### config.mk
export PLATFORM = sky130hd
export DESIGN_NAME = mem_arbiter
export DESIGN_NICKNAME = d
export VERILOG_FILES = /design/src/rtl/mem_arbiter.sv
export SDC_FILE = /design/constraint.sdc
export NUM_CORES = 1
export LEC_CHECK = 0
export BUFFER_PORTS_ARGS = -buffer_cell sky130_fd_sc_hd__buf_2
export CORE_UTILIZATION = 30
export DETAILED_ROUTE_END_ITERATION = 16
export SETUP_SLACK_MARGIN = 0.15
export SLEW_MARGIN = 20
export SYNTH_ARGS = -nofsm -noshare
export SYNTH_HDL_FRONTEND = slang
export SYNTH_SLANG_ARGS = --single-unit
### constraint.sdc
create_clock -name clk -period 2.3 [get_ports clk]
set_clock_uncertainty 0.05 [all_clocks]
set_input_delay 0.23 -clock clk [delete_from_list [all_inputs] [get_ports clk]]
set_output_delay 0.23 -clock clk [all_outputs]
set_load 0.05 [all_outputs]
### src/rtl/mem_arbiter.sv
// mem_arbiter: IF/LS arbiter for one single-ported memory with watchdog; MEM_ARB_RR_EN selects round-robin grant
module mem_arbiter #(
  parameter int ADDR_W     = 32,
  parameter int DATA_W     = 32,
  parameter int TMO_CYCLES = 255
) (
  input  logic                clk,
  input  logic                rst,
  input  logic                if_req,
  input  logic [ADDR_W-1:0]   if_addr,
  output logic                if_done,
  output logic [DATA_W-1:0]   if_rdata,
  input  logic                ls_req,
  input  logic                ls_wen,
  input  logic [ADDR_W-1:0]   ls_addr,
  input  logic [DATA_W-1:0]   ls_wdata,
  input  logic [DATA_W/8-1:0] ls_wmask,
  output logic                ls_done,
  output logic [DATA_W-1:0]   ls_rdata,
  output logic                mem_req,
  output logic                mem_wen,
  output logic [ADDR_W-1:0]   mem_addr,
  output logic [DATA_W-1:0]   mem_wdata,
  output logic [DATA_W/8-1:0] mem_wmask,
  input  logic                mem_ready,
  input  logic                mem_rvalid,
  input  logic [DATA_W-1:0]   mem_rdata,
  output logic                tmo_err
);
  typedef enum logic [1:0] {IDLE, REQ, WAIT, RESP} state_t;
  localparam logic [15:0] TMO_LAST = 16'(TMO_CYCLES - 1);
  state_t            state;
  logic              owner;
  logic [15:0]       cnt;
  logic              grant_ls;
  logic              tmo;
  logic              fin;
  logic              st;
  logic [DATA_W-1:0] fin_data;
`ifdef MEM_ARB_RR_EN
  logic last_owner;
  always_comb grant_ls = ls_req & (~if_req | ~last_owner);
`else
  always_comb grant_ls = ls_req;
`endif
  always_comb begin
    tmo      = (state == REQ || state == WAIT) && cnt == TMO_LAST;
    fin      = tmo || (state == WAIT && mem_rvalid);
    fin_data = (tmo || mem_wen) ? '0 : mem_rdata;
    st       = grant_ls & ls_wen;
  end
  always_ff @(posedge clk) begin
    if (rst) begin
      state     <= IDLE;
      owner     <= 1'b0;
      cnt       <= '0;
      if_done   <= 1'b0;
      ls_done   <= 1'b0;
      if_rdata  <= '0;
      ls_rdata  <= '0;
      mem_req   <= 1'b0;
      mem_wen   <= 1'b0;
      mem_addr  <= '0;
      mem_wdata <= '0;
      mem_wmask <= '0;
      tmo_err   <= 1'b0;
`ifdef MEM_ARB_RR_EN
      last_owner <= 1'b0;
`endif
    end else begin
      if_done <= fin & ~owner;
      ls_done <= fin & owner;
      if (fin & ~owner) if_rdata <= fin_data;
      if (fin & owner) ls_rdata <= fin_data;
      if (tmo) tmo_err <= 1'b1;
      case (state)
        IDLE: if (if_req | ls_req) begin
          state     <= REQ;
          owner     <= grant_ls;
          cnt       <= '0;
          mem_req   <= 1'b1;
          mem_wen   <= st;
          mem_addr  <= grant_ls ? ls_addr : if_addr;
          mem_wdata <= st ? ls_wdata : '0;
          mem_wmask <= st ? ls_wmask : '0;
`ifdef MEM_ARB_RR_EN
          last_owner <= grant_ls;
`endif
        end
        REQ: begin
          cnt <= cnt + 16'd1;
          if (tmo) begin
            state   <= RESP;
            mem_req <= 1'b0;
          end else if (mem_ready) begin
            state   <= WAIT;
            mem_req <= 1'b0;
          end
        end
        WAIT: begin
          cnt <= cnt + 16'd1;
          if (fin) state <= RESP;
        end
        default: state <= IDLE;
      endcase
    end
  end
endmodule

==> out/results.ini <==
[setup_path]
cpLargestDelayFamily=simple AND/OR/NAND/NOR gates
crit_slowest_cell=or4_4
critPathKind=reg2reg
start_kind=register
critPathCaptureType=register
crit_chain=inv_2 > ha_4 > or4b_4 > or4_4 > a2111o_1 > o32ai_1
cp_max_fo=4
critical-path-max-stage-delay_ps=590
cp.arrival_ps=2610
cp.required_ps=2560
crit_buf_inv=1

[drt]
num_vias=5782
drt_wl_total_mm=17.42
wl_per_cell_um=14.03
ant_nets=0
drtPass1Iterations=4
drc=0
drtIter0Drc=234
viasPerCell=4.659

[synth]
synth.avg_cell_area_um2=9.560
yosys_warnings=0
synth_cells=648
syn_nets=793
synth_area_um2=6195
synth_cell_types=42
yosysSeqAreaShare_pct=50.41
ys_ff_latch=156

[timing]
fin_crit_sh_pct=102.1
worst_slack_ps=-48.14
worstMarginPinSlew_ps=560.6
period_needed_ps=2348
hold_viol=0
drv_slew=0
max-slew-margin-rel_pct=62.62
fmax_ghz=0.4259
whs_ps=19.86
grt_setup_unrepaired=yes
finalSetupViolations=1

[cts]
cts_sinks=156
cts_htree_levels=4
insertion_delay_ps=420
clockBufferDepth=2
clock-root-buffer=clkbuf_16
clk_pin_slew_ps=70
cts_made_buffers=17
cts_tree=yes

[floorplan]
ios=276
core_area_um2=20230
dieArea_um2=21230
floorplan.initialDensity_pct=30.61
fp.dieW_um=145.7
die_y_um=145.7
num_rows=52

[cells_and_area]
nets=1103
antennaDiodeCount=0
final_common_cell=buf_2
multi_input_area_um2=2904
nFillCells=1967
final-instance-count-excl-fill=1241
final-seq-area_um2=3126
mostFrequentLayoutCells=buf_2 (275), dfxtp_1 (154), mux2i_1 (97), nor2_1 (86), nand2_1 (73)
drive_above_1_share_pct=37.49
area_growth_pct=46.13

[global_routing]
grt_usage_pct=16.12
grt_pass1_wl_mm=27.41
grt_max_degree=47
grt_overflow_total=0
grt_pass1_vias=5456
antenna_found_initial=0

[power_and_ir_drop]
ir_drop_uv=489.0
pwr-share-comb_pct=34.5
switching_share_pct=39.07
p_clk_share_pct=29.9
p_leak_nw=4.529
seq_power_share_pct=35.7
power_density_nw_per_um2=1016
p_int_w=0.005607
p_switching_w=0.003595
p_total_w=0.009201

[placed_design]
portBuffers=275
gp_congestion=0.7540
dp_hpwl_mm=11.88
dp_cells=1167

[run_status]
violations=setup timing
status=finished, violations left

[hold_path]
min_path_type=in2reg

[job]
drv_cap=0

-- cell usage after synthesis --
cell type | count | area share [%]
nand4_1 | 4 | 0.40
o21ai_1 | 2 | 0.16
dfxtp_1 | 156 | 50
nand4b_1 | 2 | 0.28
buf_2 | 7 | 0.57
o311ai_0 | 1 | 0.14
mux2i_1 | 97 | 16
nor2_1 | 88 | 5.3
buf_6 | 1 | 0.18
nand2b_1 | 2 | 0.20
or4_1 | 6 | 0.73
o221a_2 | 1 | 0.18
clkinv_1 | 1 | 0.061
or4_4 | 2 | 0.36
nor4_4 | 1 | 0.34
o22ai_1 | 1 | 0.10
nor4_1 | 3 | 0.30
a21oi_1 | 7 | 0.57
o31a_1 | 1 | 0.14
nor3b_1 | 1 | 0.12
o21ai_0 | 3 | 0.24
a211oi_1 | 34 | 4.1
a2111o_1 | 1 | 0.18
o32ai_1 | 1 | 0.14
o21a_1 | 2 | 0.24
mux2_2 | 1 | 0.18
nor3_1 | 2 | 0.16
a22oi_1 | 37 | 4.5
xor2_1 | 1 | 0.14
or3_1 | 2 | 0.20
or4b_4 | 1 | 0.22
ha_1 | 6 | 1.2
nand2_1 | 73 | 4.4
buf_1 | 8 | 0.48
xnor2_1 | 7 | 0.99
clkbuf_1 | 34 | 2.1
inv_1 | 7 | 0.42
o21bai_1 | 1 | 0.12
and2_1 | 1 | 0.10
nand3_1 | 36 | 2.9
and3_1 | 2 | 0.20
o31ai_1 | 4 | 0.48
-- routing by layer --
metal | global-route usage [%] | vias to the layer above | part of all wire, %
met5 | 0 | - | 0
met4 | 6.316 | 0 | 2.3
met3 | 3.981 | 29 | 4.8
met2 | 27.56 | 209 | 49
met1 | 19.39 | 2627 | 44
li1 | - | 2917 | -
-- state kept, by name (all words and copies together) (netlist names) --
name / flops
cnt: 16
mem_wen: 1
mem_req: 1
ls_done: 1
mem_wmask: 4
ls_rdata: 32
mem_wdata: 32
if_rdata: 32
tmo_err: 1
mem_addr: 32
if_done: 1
owner: 1
state: 2
-- worst reg2reg max path, delay by kind of cell, from the launching register on --
family	cells	cell delay [ps]
simple gates	2	1050
compound gates	2	530
flops	1	330
fa+ha+maj	1	250
buf+inv	1	50
-- metrics by stage --
stage | TNS, ps | setup slack [ps] | utilization [%] | area (µm²)
floorplan | -62.78 | -62.78 | - | 6254
global placement | 0 | 37.11 | 39.50 | 7993
detailed placement | 0 | 0.2360 | 39.50 | 7993
CTS | 0 | 0.9968 | 44.55 | 9014
global route | -4449 | -109.7 | 44.74 | 9052
finish | -48.14 | -48.14 | 44.74 | 9052
-- timing repair --
action | 4_1_cts | 5_1_grt
endpoints found under the hold margin | 31 | 0
endpoints found under the setup margin | 72 | 72
resized for setup | 8 | 4
pin swaps | 0 | 5
hold buffers | 31 | 0
gates cloned | 1 | 1
setup buffers | 8 | 1
-- final cells by class --
type,instances,area share (%)
inverter,8,0.3317
clock inverter,13,1.410
timing repair buffer,341,22.92
multi-input combinational,434,32.08
tap,270,3.732
clock buffer,19,5.003
sequential,156,34.53
-- power groups by stage --
stage	clock (W)	combinational (W)	sequential (W)
4_1_cts	0.00284	0.00318	0.00329
5_1_grt	0.00297	0.00337	0.00333
3_5_place_dp	0	0.00307	0.00334
2_1_floorplan	0	0.00101	0.00456
3_3_place_gp	0	0.00306	0.00334
6_report	0.00275	0.00317	0.00328
-- cell families (layout without fill, tap and decap cells) --
group	Yosys count	after routing	synth area share, %
compound gates	96	96	11.31
xor+xnor	8	8	1.131
fa+ha+maj	6	6	1.212
buf+inv	58	381	3.777
flops	156	156	50.41
mux	98	98	15.86
simple gates	226	226	16.30
-- final timing paths --
check	endpoint	cells after the start	slack, ps	startpoint
hold reg to reg	ls_rdata[18]$_SDFFE_PP0P_	2	400	ls_rdata[18]$_SDFFE_PP0P_
setup / recovery	state[0]$_SDFFE_PP0P_	6	-50	state[0]$_SDFFE_PP0P_
setup reg to reg	state[0]$_SDFFE_PP0P_	6	-50	state[0]$_SDFFE_PP0P_
hold / removal	mem_wdata[10]$_SDFFE_PP0P_	3	20	ls_wdata[10]
(Power assumes the default switching activity.)
